**config.mk**
```make
export PLATFORM = sky130hd
export DESIGN_NAME = tally_arbiter_flat
export DESIGN_NICKNAME = d
export VERILOG_FILES = /design/src/rtl/tally_arbiter_if.sv /design/src/rtl/tally_arbiter.sv /design/src/flat_wrapper.sv
export SDC_FILE = /design/constraint.sdc
export NUM_CORES = 1
export LEC_CHECK = 0
export CAP_MARGIN = 10
export CORE_ASPECT_RATIO = 1.5
export CORE_UTILIZATION = 56
export CTS_BUF_LIST = sky130_fd_sc_hd__clkbuf_8
export DETAILED_ROUTE_END_ITERATION = 10
export GPL_ROUTABILITY_DRIVEN = 1
export PLACE_DENSITY_LB_ADDON = 0.3
export SYNTH_ARGS = -nofsm -noshare
export SYNTH_HDL_FRONTEND = slang
export SYNTH_SLANG_ARGS = --single-unit
```
**constraint.sdc**
```tcl
create_clock -name clk -period 4.3 [get_ports clk]
set_clock_uncertainty 0.15 [all_clocks]
set_input_delay 0.645 -clock clk [delete_from_list [all_inputs] [get_ports clk]]
set_output_delay 0.645 -clock clk [all_outputs]
set_load 0.1 [all_outputs]
```
**src/rtl/tally_arbiter_if.sv**
```systemverilog
// ---------------------------------------------------------------------------
// tally_arbiter_if
// Bundles the booth, clear, query and tally-RAM signals of tally_arbiter.
//   slave  : arbiter side (booth/clear/query/RAM-read in, acks/RAM-write out)
//   master : environment side (booth encoders, clear button, readout, RAM)
// Signals:
//   vote_req/vote_cand   booth vote pulses, 4-bit candidate per booth
//   vote_ack/vote_drop   per-booth commit / reject pulses
//   clear_req/clear_done zero-all-words command and completion pulse
//   query_*              level-held read request and registered result
//   mem_*                tally RAM port (combinational read, sync write)
//   busy, sat            controller activity and sticky saturation flag
// ---------------------------------------------------------------------------
interface tally_arbiter_if #(
  parameter int NUM_BOOTHS = 4,
  parameter int CNT_W      = 10
);
  logic [NUM_BOOTHS-1:0]   vote_req;
  logic [4*NUM_BOOTHS-1:0] vote_cand;
  logic [NUM_BOOTHS-1:0]   vote_ack;
  logic [NUM_BOOTHS-1:0]   vote_drop;
  logic                    clear_req;
  logic                    clear_done;
  logic                    query_valid;
  logic [4:0]              query_addr;
  logic [CNT_W-1:0]        query_data;
  logic                    query_done;
  logic [4:0]              mem_addr;
  logic                    mem_we;
  logic [CNT_W-1:0]        mem_wdata;
  logic [CNT_W-1:0]        mem_rdata;
  logic                    busy;
  logic                    sat;

  modport slave (
    input  vote_req, vote_cand, clear_req, query_valid, query_addr, mem_rdata,
    output vote_ack, vote_drop, clear_done, query_data, query_done,
           mem_addr, mem_we, mem_wdata, busy, sat
  );

  modport master (
    output vote_req, vote_cand, clear_req, query_valid, query_addr, mem_rdata,
    input  vote_ack, vote_drop, clear_done, query_data, query_done,
           mem_addr, mem_we, mem_wdata, busy, sat
  );
endinterface

```
**src/rtl/tally_arbiter.sv**
```systemverilog
// ---------------------------------------------------------------------------
// tally_arbiter
// Shares one 32 x CNT_W tally RAM between NUM_BOOTHS vote booths, a clear
// command and a count readout. Each accepted vote is a read-modify-write of
// the candidate word {0,cand} followed by the total word at TOTAL_ADDR.
// Ports:
//   clk     system clock, rising edge
//   resetn  asynchronous active-low reset
//   bus     tally_arbiter_if.slave (booth, clear, query and RAM signals)
// ---------------------------------------------------------------------------
module tally_arbiter #(
  parameter int NUM_BOOTHS = 4,
  parameter int CNT_W      = 10,
  parameter int TOTAL_ADDR = 16
) (
  input logic            clk,
  input logic            resetn,
  tally_arbiter_if.slave bus
);

  localparam int IW = (NUM_BOOTHS > 1) ? $clog2(NUM_BOOTHS) : 1;
  localparam logic [4:0] TOT_ADDR = 5'(TOTAL_ADDR);

  typedef enum logic [2:0] {
    S_IDLE,
    S_CLEAR,
    S_CAND,
    S_TOTAL,
    S_QUERY
  } state_t;

  state_t                      state_q, state_d;
  logic [NUM_BOOTHS-1:0]       pending_q, pending_d;
  logic [NUM_BOOTHS-1:0][3:0]  cand_q, cand_d;
  logic                        clear_pend_q, clear_pend_d;
  logic [IW-1:0]               rr_ptr_q, rr_ptr_d;
  logic [4:0]                  clr_ptr_q, clr_ptr_d;
  logic [IW-1:0]               win_q, win_d;
  logic [3:0]                  win_cand_q, win_cand_d;
  logic [4:0]                  qaddr_q, qaddr_d;
  logic [CNT_W-1:0]            qdata_q, qdata_d;
  logic                        qdone_q, qdone_d;
  logic                        cdone_q, cdone_d;
  logic [NUM_BOOTHS-1:0]       ack_q, ack_d;
  logic [NUM_BOOTHS-1:0]       drop_q, drop_d;
  logic                        sat_q, sat_d;

  logic [NUM_BOOTHS-1:0]       grant_clr;
  logic                        rr_found;
  logic [IW-1:0]               rr_win;
  logic [IW-1:0]               rr_idx;
  logic [CNT_W:0]              inc_res;
  logic [4:0]                  mem_addr_d;
  logic                        mem_we_d;
  logic [CNT_W-1:0]            mem_wdata_d;

  // Saturating increment; MSB of the result flags that x was already at max.
  function automatic logic [CNT_W:0] sat_inc(input logic [CNT_W-1:0] x);
    if (x == {CNT_W{1'b1}}) begin
      return {1'b1, x};
    end
    return {1'b0, x + 1'b1};
  endfunction

  // Round-robin search: first pending booth strictly after the last winner.
  always_comb begin
    rr_found = 1'b0;
    rr_win   = '0;
    rr_idx   = '0;
    for (int k = 1; k <= NUM_BOOTHS; k++) begin
      rr_idx = IW'((int'(rr_ptr_q) + k) % NUM_BOOTHS);
      if (!rr_found && pending_q[rr_idx]) begin
        rr_found = 1'b1;
        rr_win   = rr_idx;
      end
    end
  end

  // Per-booth intake. A grant clearing pending in the same cycle as a new
  // request lets the new request in (set wins), so no drop is reported.
  generate
    for (genvar gi = 0; gi < NUM_BOOTHS; gi++) begin : g_intake
      logic still_pend;
      assign still_pend    = pending_q[gi] & ~grant_clr[gi];
      assign pending_d[gi] = still_pend | bus.vote_req[gi];
      assign drop_d[gi]    = bus.vote_req[gi] & still_pend;
      assign cand_d[gi]    = (bus.vote_req[gi] && !still_pend)
                             ? bus.vote_cand[4*gi +: 4] : cand_q[gi];
    end
  endgenerate

  // Controller next-state and RAM port decode.
  always_comb begin
    state_d      = state_q;
    clear_pend_d = clear_pend_q | bus.clear_req;
    rr_ptr_d     = rr_ptr_q;
    clr_ptr_d    = clr_ptr_q;
    win_d        = win_q;
    win_cand_d   = win_cand_q;
    qaddr_d      = qaddr_q;
    qdata_d      = qdata_q;
    qdone_d      = 1'b0;
    cdone_d      = 1'b0;
    ack_d        = '0;
    sat_d        = sat_q;
    grant_clr    = '0;
    mem_addr_d   = '0;
    mem_we_d     = 1'b0;
    mem_wdata_d  = '0;
    inc_res      = '0;

    unique case (state_q)
      S_IDLE: begin
        if (clear_pend_q) begin
          state_d      = S_CLEAR;
          clr_ptr_d    = '0;
          clear_pend_d = bus.clear_req;
        end else if (rr_found) begin
          state_d           = S_CAND;
          win_d             = rr_win;
          // Candidate is copied now: the booth slot may be refilled by a new
          // vote while this one is still being written.
          win_cand_d        = cand_q[rr_win];
          grant_clr[rr_win] = 1'b1;
          rr_ptr_d          = rr_win;
        end else if (bus.query_valid) begin
          state_d = S_QUERY;
          qaddr_d = bus.query_addr;
        end
      end
      S_CLEAR: begin
        mem_addr_d = clr_ptr_q;
        mem_we_d   = 1'b1;
        clr_ptr_d  = clr_ptr_q + 5'd1;
        if (clr_ptr_q == 5'd31) begin
          state_d = S_IDLE;
          cdone_d = 1'b1;
          sat_d   = 1'b0;
        end
      end
      S_CAND: begin
        mem_addr_d  = {1'b0, win_cand_q};
        mem_we_d    = 1'b1;
        inc_res     = sat_inc(bus.mem_rdata);
        mem_wdata_d = inc_res[CNT_W-1:0];
        if (inc_res[CNT_W]) sat_d = 1'b1;
        state_d     = S_TOTAL;
      end
      S_TOTAL: begin
        mem_addr_d    = TOT_ADDR;
        mem_we_d      = 1'b1;
        inc_res       = sat_inc(bus.mem_rdata);
        mem_wdata_d   = inc_res[CNT_W-1:0];
        if (inc_res[CNT_W]) sat_d = 1'b1;
        ack_d[win_q]  = 1'b1;
        state_d       = S_IDLE;
      end
      S_QUERY: begin
        mem_addr_d = qaddr_q;
        qdata_d    = bus.mem_rdata;
        qdone_d    = 1'b1;
        state_d    = S_IDLE;
      end
      default: state_d = S_IDLE;
    endcase
  end

  always_ff @(posedge clk or negedge resetn) begin
    if (!resetn) begin
      state_q      <= S_IDLE;
      pending_q    <= '0;
      cand_q       <= '0;
      clear_pend_q <= 1'b0;
      rr_ptr_q     <= '0;
      clr_ptr_q    <= '0;
      win_q        <= '0;
      win_cand_q   <= '0;
      qaddr_q      <= '0;
      qdata_q      <= '0;
      qdone_q      <= 1'b0;
      cdone_q      <= 1'b0;
      ack_q        <= '0;
      drop_q       <= '0;
      sat_q        <= 1'b0;
    end else begin
      state_q      <= state_d;
      pending_q    <= pending_d;
      cand_q       <= cand_d;
      clear_pend_q <= clear_pend_d;
      rr_ptr_q     <= rr_ptr_d;
      clr_ptr_q    <= clr_ptr_d;
      win_q        <= win_d;
      win_cand_q   <= win_cand_d;
      qaddr_q      <= qaddr_d;
      qdata_q      <= qdata_d;
      qdone_q      <= qdone_d;
      cdone_q      <= cdone_d;
      ack_q        <= ack_d;
      drop_q       <= drop_d;
      sat_q        <= sat_d;
    end
  end

  assign bus.vote_ack   = ack_q;
  assign bus.vote_drop  = drop_q;
  assign bus.clear_done = cdone_q;
  assign bus.query_data = qdata_q;
  assign bus.query_done = qdone_q;
  assign bus.mem_addr   = mem_addr_d;
  assign bus.mem_we     = mem_we_d;
  assign bus.mem_wdata  = mem_wdata_d;
  assign bus.busy       = (state_q != S_IDLE);
  assign bus.sat        = sat_q;

endmodule

```
**src/flat_wrapper.sv**
```systemverilog
// flat-port wrapper written by rule: the top's interface ports become plain ports
module tally_arbiter_flat 
#(
  parameter int NUM_BOOTHS = 4,
  parameter int CNT_W      = 10,
  parameter int TOTAL_ADDR = 16
)
  (clk, resetn, bus_vote_req, bus_vote_cand, bus_clear_req, bus_query_valid, bus_query_addr, bus_mem_rdata, bus_vote_ack, bus_vote_drop, bus_clear_done, bus_query_data, bus_query_done, bus_mem_addr, bus_mem_we, bus_mem_wdata, bus_busy, bus_sat);
  tally_arbiter_if #(.NUM_BOOTHS(NUM_BOOTHS), .CNT_W(CNT_W)) bus_i ();
  input logic clk;
  input logic resetn;
  input wire logic [$bits(bus_i.vote_req)-1:0] bus_vote_req;
  input wire logic [$bits(bus_i.vote_cand)-1:0] bus_vote_cand;
  input wire logic [$bits(bus_i.clear_req)-1:0] bus_clear_req;
  input wire logic [$bits(bus_i.query_valid)-1:0] bus_query_valid;
  input wire logic [$bits(bus_i.query_addr)-1:0] bus_query_addr;
  input wire logic [$bits(bus_i.mem_rdata)-1:0] bus_mem_rdata;
  output wire logic [$bits(bus_i.vote_ack)-1:0] bus_vote_ack;
  output wire logic [$bits(bus_i.vote_drop)-1:0] bus_vote_drop;
  output wire logic [$bits(bus_i.clear_done)-1:0] bus_clear_done;
  output wire logic [$bits(bus_i.query_data)-1:0] bus_query_data;
  output wire logic [$bits(bus_i.query_done)-1:0] bus_query_done;
  output wire logic [$bits(bus_i.mem_addr)-1:0] bus_mem_addr;
  output wire logic [$bits(bus_i.mem_we)-1:0] bus_mem_we;
  output wire logic [$bits(bus_i.mem_wdata)-1:0] bus_mem_wdata;
  output wire logic [$bits(bus_i.busy)-1:0] bus_busy;
  output wire logic [$bits(bus_i.sat)-1:0] bus_sat;
  assign bus_i.vote_req = bus_vote_req;
  assign bus_i.vote_cand = bus_vote_cand;
  assign bus_i.clear_req = bus_clear_req;
  assign bus_i.query_valid = bus_query_valid;
  assign bus_i.query_addr = bus_query_addr;
  assign bus_i.mem_rdata = bus_mem_rdata;
  assign bus_vote_ack = bus_i.vote_ack;
  assign bus_vote_drop = bus_i.vote_drop;
  assign bus_clear_done = bus_i.clear_done;
  assign bus_query_data = bus_i.query_data;
  assign bus_query_done = bus_i.query_done;
  assign bus_mem_addr = bus_i.mem_addr;
  assign bus_mem_we = bus_i.mem_we;
  assign bus_mem_wdata = bus_i.mem_wdata;
  assign bus_busy = bus_i.busy;
  assign bus_sat = bus_i.sat;
  tally_arbiter #(.NUM_BOOTHS(NUM_BOOTHS), .CNT_W(CNT_W), .TOTAL_ADDR(TOTAL_ADDR)) u_core (.clk(clk), .resetn(resetn), .bus(bus_i));
endmodule
```
Word level (Yosys, flattened, before mapping)
Cells that the tools add are included.
- add/sub/neg operators: 6
- $lt $le $gt $ge: 8
- equality and inequality tests: 11
- multiplexer cells: 53
- bitwise operators: 19
- reduce and logical (&&, ||, !) cells: 26
- operators with widths (kind ; number):
    11-bit 2-to-1 mux ; 5
    1-bit 2-to-1 mux ; 22
    4-bit 2-to-1 mux ; 5
    10-bit case mux with 2 select lines ; 1
    5-bit case mux with 4 select lines ; 1
    2-bit by 3-bit less-than comparator with 1-bit output, second input constant ; 6
    3-bit 2-to-1 mux ; 4
    10-bit by 1-bit adder with 10-bit output, second input constant ; 1
    10-bit equality test, second input constant ; 1
    5-bit case mux with 2 select lines ; 1
    1-bit logical AND ; 9
    3-bit case mux with 3 select lines ; 1
    1-bit bitwise AND ; 8
    1-bit binary-select mux with 2-bit select ; 4
    4-bit binary-select mux with 2-bit select ; 1
    2-bit 2-to-1 mux ; 4
    2-bit by 1-bit != test with 1-bit output, second input constant ; 4
    4-bit AND reduction ; 2
    1-bit zero test ; 7
    3-bit by 2-bit equality test with 1-bit output, second input constant ; 2
    1-bit inverter ; 6
    3-bit nonzero test ; 2
    5-bit by 1-bit adder with 5-bit output, second input constant ; 1
    5-bit equality test, second input constant ; 1
    15 further kinds ; 24
- register bits after elaboration: 61
- input bits: 39
- output and inout bits: 38
- word-level logic and storage cells: 140

Longest topological paths before layout
Gate-level depths: netlist of run 1.
- depth in word-level cells: 24
- gate-level depth with buffers: 11
- gate-level depth less buffers: 8

Worst setup path before layout of run 1
OpenSTA, ideal clock, no wires.
- path kind: input to output
- from: in bus_mem_rdata[0]
- to: out bus_mem_wdata[8]
- arrival: 3.299 ns
- setup slack: 0.206 ns
- stages on the path: 5
- path through: ha_1 > and3_1 > nand4_1 > nor4bb_1 > nor3_1
- cells in the longest elaborated chain, start to end: 6
- elaborated cells on any way between the ends: 10
- RTL lines (what ; line ; text):
    start, declared ; flat_wrapper.sv:17 ; input wire logic [$bits(bus_i.mem_rdata)-1:0] bus_mem_rdata;
    parallel branches: the longest is 5 deep, another holds 10-bit by 1-bit adder with 10-bit output ; n/a ;
    10-bit case mux with 2 select lines * ; tally_arbiter.sv:112 ; unique case (state_q)
    end, declared ; flat_wrapper.sv:25 ; output wire logic [$bits(bus_i.mem_wdata)-1:0] bus_mem_wdata;
Every way passes the cells marked *. The select of a mux whose other input is x is not followed.

Worst setup path after layout of run 1
- from: in bus_mem_rdata[0]
- to: out bus_mem_wdata[2]
Same word-level chain as after synthesis.

==> flow_summary.yaml, run 1 <==
clock_network:
  clock-root-buffer: "clkbuf_8"
  clk_latency_ns: 0.33
  cts.path.max_buffers: 2
  cts-hold-fix-buffers: 0
  htreeDepth: 3
  cts_resized: 0
  cts.clk_slew.worst_paths_ns: 0.06
  cts_sinks: 61
  cts_tree: "yes"
  post_cts_buffers: 0
  numCtsBuffers: 9
logic_synthesis:
  synth_flop_cell: "dfrtp_1"
  syn_area_per_cell_um2: 9.75
  ys_types: 48
  yosysWarningCount: 0
  syn_nets: 378
  synth_seq_area_share_pct: 47.2
  syn-instance-count: 332
  ys_seq_elements: 61
  synthTopCellsByArea: "dfrtp_1, nand2_1, mux2_2"
  syn-cell-area_mm2: 0.00324
  yosys.area.top_type: "dfrtp_1"
  async_flop_share_pct: 100
  synth_edf_count: 0
  synth_top_cell_area_share_pct: 47.2
power_and_ir_drop:
  p_int_uw: 1320
  sw_frac_of_total_pct: 41.6
  pwr-share-comb_pct: 40.9
  p_sw_uw: 944
  p_leak_uw: 0.00192
  pwr_density_cell_mw_per_mm2: 539
  clkPwrFrac_pct: 22.2
  total_power_uw: 2270
  pwr-share-seq_pct: 36.8
  ir_drop_uv: 401
routing:
  wl_met1_mm: 2.87
  wl_per_cell_um: 15.4
  first_pass_iters: 4
  wl_met2_mm: 3.99
  drtAntennaViolNets: 0
  highest_layer: "met4"
  drc: 0
  routed_wl_mm: 7.38
  wl_met3_um: 310
  vias: 2734
  via_per_inst: 5.71
  drt-initial-drc-count: 160
run:
  cap_violations: 0
setup_path:
  end_kind: "primary output"
  cpMaxStageDelayCell: "clkdlybuf4s50_1"
  crit_type: "primary input to primary output"
  path_max_fanout: 7
  cp_cell_sequence: "clkdlybuf4s50_1 > ha_1 > and3_1 > nand4_1 > or2_2 > nand2_1 > xor2_1 > nor2_1 > buf_12"
  max_stage_delay_ns: 0.55
  critPathRequiredTime_ns: 3.50
  crit_arrival_ns: 2.80
  critPathLaunchType: "primary input"
min_path:
  holdCritPathClass: "primary input to async pin"
floorplanning:
  start_util_pct: 58.5
  die_h_um: 95.1
  ioPinCount: 77
  design.die.area_mm2: 0.00609
  core_area_mm2: 0.00553
  rows: 33
  die-width_um: 64.1
layout:
  antenna_cells: 0
  syn_to_final_growth_pct: 30.0
  num-nets-final: 452
  drive_gt1_share_pct: 14.7
  final_core_util_pct: 76.1
  final_common_cell: "nand2_1"
  n_fill_cell: 403
  most-common-layout-cells: "nand2_1, dfrtp_1, clkdlybuf4s50_1"
  final_cell_count_no_fill: 479
global_route:
  grt_antenna_before_repair: 0
  overflow: 0
  grt_pass1_vias: 2755
  grt_max_degree: 33
  grt_first_pass_wirelength_mm: 12.3
  grt_usage_pct: 26.9
sta:
  drv_slew: 0
  fin_setup_tns_ns: 0
  max_freq_mhz: 278
  period_minus_slack_ns: 3.60
  timing.final.crit_share_pct: 83.7
  setup_violations: 0
  slew-limit-headroom_pct: 33.9
  rsz0062_at_grt: "false"
  hold_violations: 0
  worst-slew-pin-transition_ns: 0.988
status:
  outcome: "complete, no violations"
placement:
  port_buffers: 76
  gp_congestion: 0.829
  placed_cells: 465
  hpwl_mm: 5.44
## critical path: cells and delay by family
family | cells | cell delay, ns
xor gates and xnor gates | 1 | 0.06
adders and majority gates | 1 | 0.20
buffers and inverters | 2 | 0.76
and+or+nand+nor | 5 | 1.12
## state kept, by name, summed over array words and instances (netlist names)
register and count:
u_core.cand_q 16, u_core.bus.query_data 10, u_core.clr_ptr_q 5, u_core.qaddr_q 5
u_core.bus.vote_ack 4, u_core.bus.vote_drop 4, u_core.pending_q 4, u_core.win_cand_q 4
u_core.state_q 3, u_core.rr_ptr_q 2, u_core.bus.clear_done 1, u_core.bus.query_done 1
u_core.bus.sat 1, u_core.clear_pend_q 1
## power by group through the flow
stage               clock (uW)  combinational (uW)  sequential (uW)
finish                     504                 928              835
global route               540                 994              851
CTS                        519                 930              831
detailed placement           0                 922              840
global placement             0                 899              833
floorplan                    0                 732              819
## routing by layer
layer  vias up  track usage (%)
li1       1319                -
met1      1312             27.8
met2        87             48.8
met3        16             5.38
met4         0             17.8
met5         -                0
## synthesized netlist by cell type (3+ instances only)
library cell,number
nand3_1,9
o21ai_0,17
o221ai_1,4
mux2_2,12
o22ai_1,18
a21oi_1,8
ha_1,7
nand2_1,68
mux2i_1,11
xnor2_1,4
dfrtp_1,61
buf_2,5
o21a_4,4
nor3_2,3
inv_1,7
nand2b_1,6
nor2_1,18
and3b_1,3
a22oi_1,4
clkbuf_1,5
or3_1,4
and3_1,7
nor3_1,4
or2_1,4
nor3b_1,3
and2_1,5
## logic make-up (layout without fill, tap and decap cells)
family / Yosys count / count (layout) / share of synthesized area [%]
flops: 61 / 61 / 47.2
compound gates: 67 / 67 / 14.7
buf+inv: 23 / 100 / 3.56
fa+ha+maj: 7 / 7 / 2.71
mux: 23 / 23 / 7.58
xor+xnor: 5 / 5 / 1.35
simple gates: 146 / 146 / 23.0
## per-stage QoR
stage               instance area [um^2]  hold slack, ns  setup WS (ns)
finish                              4210           0.200          0.700
floorplan                           3240           0.199          0.206
CTS                                 4210           0.204          0.735
global placement                    4010           0.313          0.807
global route                        4210           0.252          0.548
detailed placement                  4010           0.316          0.742
## final cells by class
class / instances / area (um^2) / area share, %
multi-input cells: 248 / 1600 / 37.9
flip-flops and latches: 61 / 1530 / 36.3
repair buffers: 78 / 771 / 18.3
clock buffers: 12 / 165 / 3.92
well taps: 70 / 87.6 / 2.08
clock inverters: 2 / 33.8 / 0.803
inverters: 8 / 30.0 / 0.713
## worst paths after layout
kind | endpoint | startpoint | depth (start not counted) | slack, ns
min in group clk | u_core.qaddr_q[0] | u_core.qaddr_q[0] | 2 | 0.33
worst min-delay path | u_core.qaddr_q[4] | resetn | 1 | 0.20
max in group asynchronous | u_core.bus.vote_drop[3] | resetn | 2 | 2.95
worst min register to register | u_core.qaddr_q[0] | u_core.qaddr_q[0] | 2 | 0.33
worst max-delay path | bus_mem_wdata[2] | bus_mem_rdata[0] | 9 | 0.70
worst max register to register | u_core.cand_q[9] | u_core.rr_ptr_q[0] | 9 | 1.29
No activity file was read; power rests on OpenSTA's default activity.
==> inputs of run 2 (changes only) <==
--- a/config.mk
+++ b/config.mk
@@ -7,7 +7,7 @@
 export LEC_CHECK = 0
 export CAP_MARGIN = 10
 export CORE_ASPECT_RATIO = 1.5
-export CORE_UTILIZATION = 56
+export CORE_UTILIZATION = 52
 export CTS_BUF_LIST = sky130_fd_sc_hd__clkbuf_8
 export DETAILED_ROUTE_END_ITERATION = 10
 export GPL_ROUTABILITY_DRIVEN = 1
==> constraint.sdc (replaced) <==
create_clock -name clk -period 3.35 [get_ports clk]
set_clock_uncertainty 0.15 [all_clocks]
set_input_delay 0.5025 -clock clk [delete_from_list [all_inputs] [get_ports clk]]
set_output_delay 0.5025 -clock clk [all_outputs]
set_load 0.1 [all_outputs]
==> run 2 against run 1 <==
  * Clock-buffer cell count fell by 3
  * Die area rose by 7.5%
  * Cell count rose by 1.5%
  * Sequential power rose by 28%
  * Register-to-register slack got worse by 0.87 ns
==> flow_summary.yaml, run 2 (synthesized netlist as in run 1, its figures left out) <==
status:
  outcome: "complete, no violations"
routing:
  via_per_inst: 5.70
  wl_per_cell_um: 15.0
  drt-initial-drc-count: 93
  routed_wl_mm: 7.29
  drc: 0
  first_pass_iters: 4
  vias: 2772
  drtAntennaViolNets: 0
clock_network:
  cts.clk_slew.worst_paths_ns: 0.08
  cts_sinks: 61
  htreeDepth: 3
  cts.path.max_buffers: 2
  clk_latency_ns: 0.34
  cts-hold-fix-buffers: 0
  cts_tree: "yes"
  numCtsBuffers: 9
  clock-root-buffer: "clkbuf_8"
  post_cts_buffers: 0
setup_path:
  critPathLaunchType: "primary input"
  path_max_fanout: 7
  endpoint: "bus_mem_wdata[4]"
  rr_worst_depth: 7
  reg2reg_slack_ns: 0.42
  cpMaxStageDelayCell: "clkdlybuf4s50_1"
  critPathRequiredTime_ns: 2.70
  cp-startpoint: "bus_mem_rdata[0]"
  cp_cell_sequence: "clkdlybuf4s50_1 > ha_1 > and3_1 > nand4_1 > or2_4 > nand3_1 > o21ai_0 > nor2_2 > buf_12"
  cp.depth: 9
  end_kind: "primary output"
  reg2reg_to: "u_core.pending_q[1]"
  max_stage_delay_ns: 0.55
  crit_arrival_ns: 2.60
  path_buf_inv: 2
  crit_type: "primary input to primary output"
  r2r_start: "u_core.rr_ptr_q[0]"
  path_delay_family: "simple AND/OR/NAND/NOR gates"
floorplanning:
  rows: 34
  die-width_um: 66.4
  design.die.area_mm2: 0.00655
  core_area_mm2: 0.00591
  start_util_pct: 54.7
  die_h_um: 98.6
  ioPinCount: 77
layout:
  num-nets-final: 455
  final_common_cell: "nand2_1"
  largest_reg_flops: 16
  most-common-layout-cells: "nand2_1, dfrtp_1, clkdlybuf4s50_1"
  drive_gt1_share_pct: 20.8
  syn_to_final_growth_pct: 34.2
  antenna_cells: 0
  final_cell_count_no_fill: 486
  regMostFlops: "u_core.cand_q"
sta:
  hold_violations: 0
  drv_slew: 0
  period_minus_slack_ns: 3.25
  rsz0062_at_grt: "false"
  max_freq_mhz: 307
  slew-limit-headroom_pct: 33.7
  worst-slew-pin-transition_ns: 0.991
  timing.final.crit_share_pct: 97.1
  setup_violations: 0
global_route:
  overflow: 0
  grt_first_pass_wirelength_mm: 12.4
  grt_pass1_vias: 2787
  grt_antenna_before_repair: 0
  grt_usage_pct: 24.9
  grt_max_degree: 35
placement:
  gp_congestion: 0.816
  hpwl_mm: 5.55
  placed_cells: 470
  port_buffers: 76
power_and_ir_drop:
  pwr-share-comb_pct: 40.0
  p_leak_uw: 0.00197
  total_power_uw: 3040
  pwr_density_cell_mw_per_mm2: 699
  p_int_uw: 1750
  sw_frac_of_total_pct: 42.3
  p_sw_uw: 1280
  clkPwrFrac_pct: 24.8
  pwr-share-seq_pct: 35.2
  ir_drop_uv: 426
run:
  cap_violations: 0
min_path:
  holdCritPathClass: "primary input to async pin"
==> run 2: how the worst min path moves through the flow <==
stage	slack [ns]	startpoint	cells after the start	to
after global placement	0.31	u_core.qaddr_q[1]	2	u_core.qaddr_q[1]
after global routing	0.07	resetn	1	u_core.bus.clear_done
final	0.01	resetn	1	u_core.bus.clear_done
after detailed placement	0.31	u_core.qaddr_q[1]	2	u_core.qaddr_q[1]
after CTS	0.04	resetn	1	u_core.bus.clear_done
after floorplan	0.06	resetn	0	u_core.bus.clear_done
==> run 2: repair_timing <==
| action | CTS | global route |
|---|---|---|
| gates resized for setup | 0 | 2 |
| endpoints found under the setup margin | 0 | 3 |
| endpoints found under the hold margin | 0 | 0 |
==> run 2: per-stage QoR <==
| step | utilization (%) | setup WS (ns) | cell area (um^2) | hold slack (ns) | TNS [ns] |
|---|---|---|---|---|---|
| after global placement | 69.5 | 0.168 | 4110 | 0.313 | 0 |
| after global routing | 73.5 | 0.000113 | 4340 | 0.0731 | 0 |
| final | 73.5 | 0.0961 | 4340 | 0.0129 | 0 |
| after detailed placement | 69.5 | 0.0474 | 4110 | 0.314 | 0 |
| after CTS | 73.4 | 0.0391 | 4340 | 0.0400 | 0 |
| after floorplan | - | -0.239 | 3260 | 0.0569 | -0.477 |
==> run 2: metal layers <==
metal	vias to the layer above	share of wire, %	GRT usage [%]
met4	0	3.4	12.4
li1	1323	-	-
met1	1328	37	26.9
met2	100	54	44.1
met3	21	5.6	5.67
met5	-	0	0
==> run 2: final cells by class <==
type / count / area, um^2
clock buffer: 9 / 124
clock inverter: 7 / 105
fill: 444 / 1570
inverter: 8 / 30.0
multi-input combinational: 248 / 1620
sequential: 61 / 1530
tap: 72 / 90.1
timing repair buffer: 81 / 848
==> run 2: power groups by stage <==
stage	Clock [uW]	Combinational [uW]	Sequential, uW
after floorplan	0	947	1050
after detailed placement	0	1210	1080
final	752	1210	1070
after global routing	793	1300	1090
after CTS	762	1220	1070
after global placement	0	1180	1070
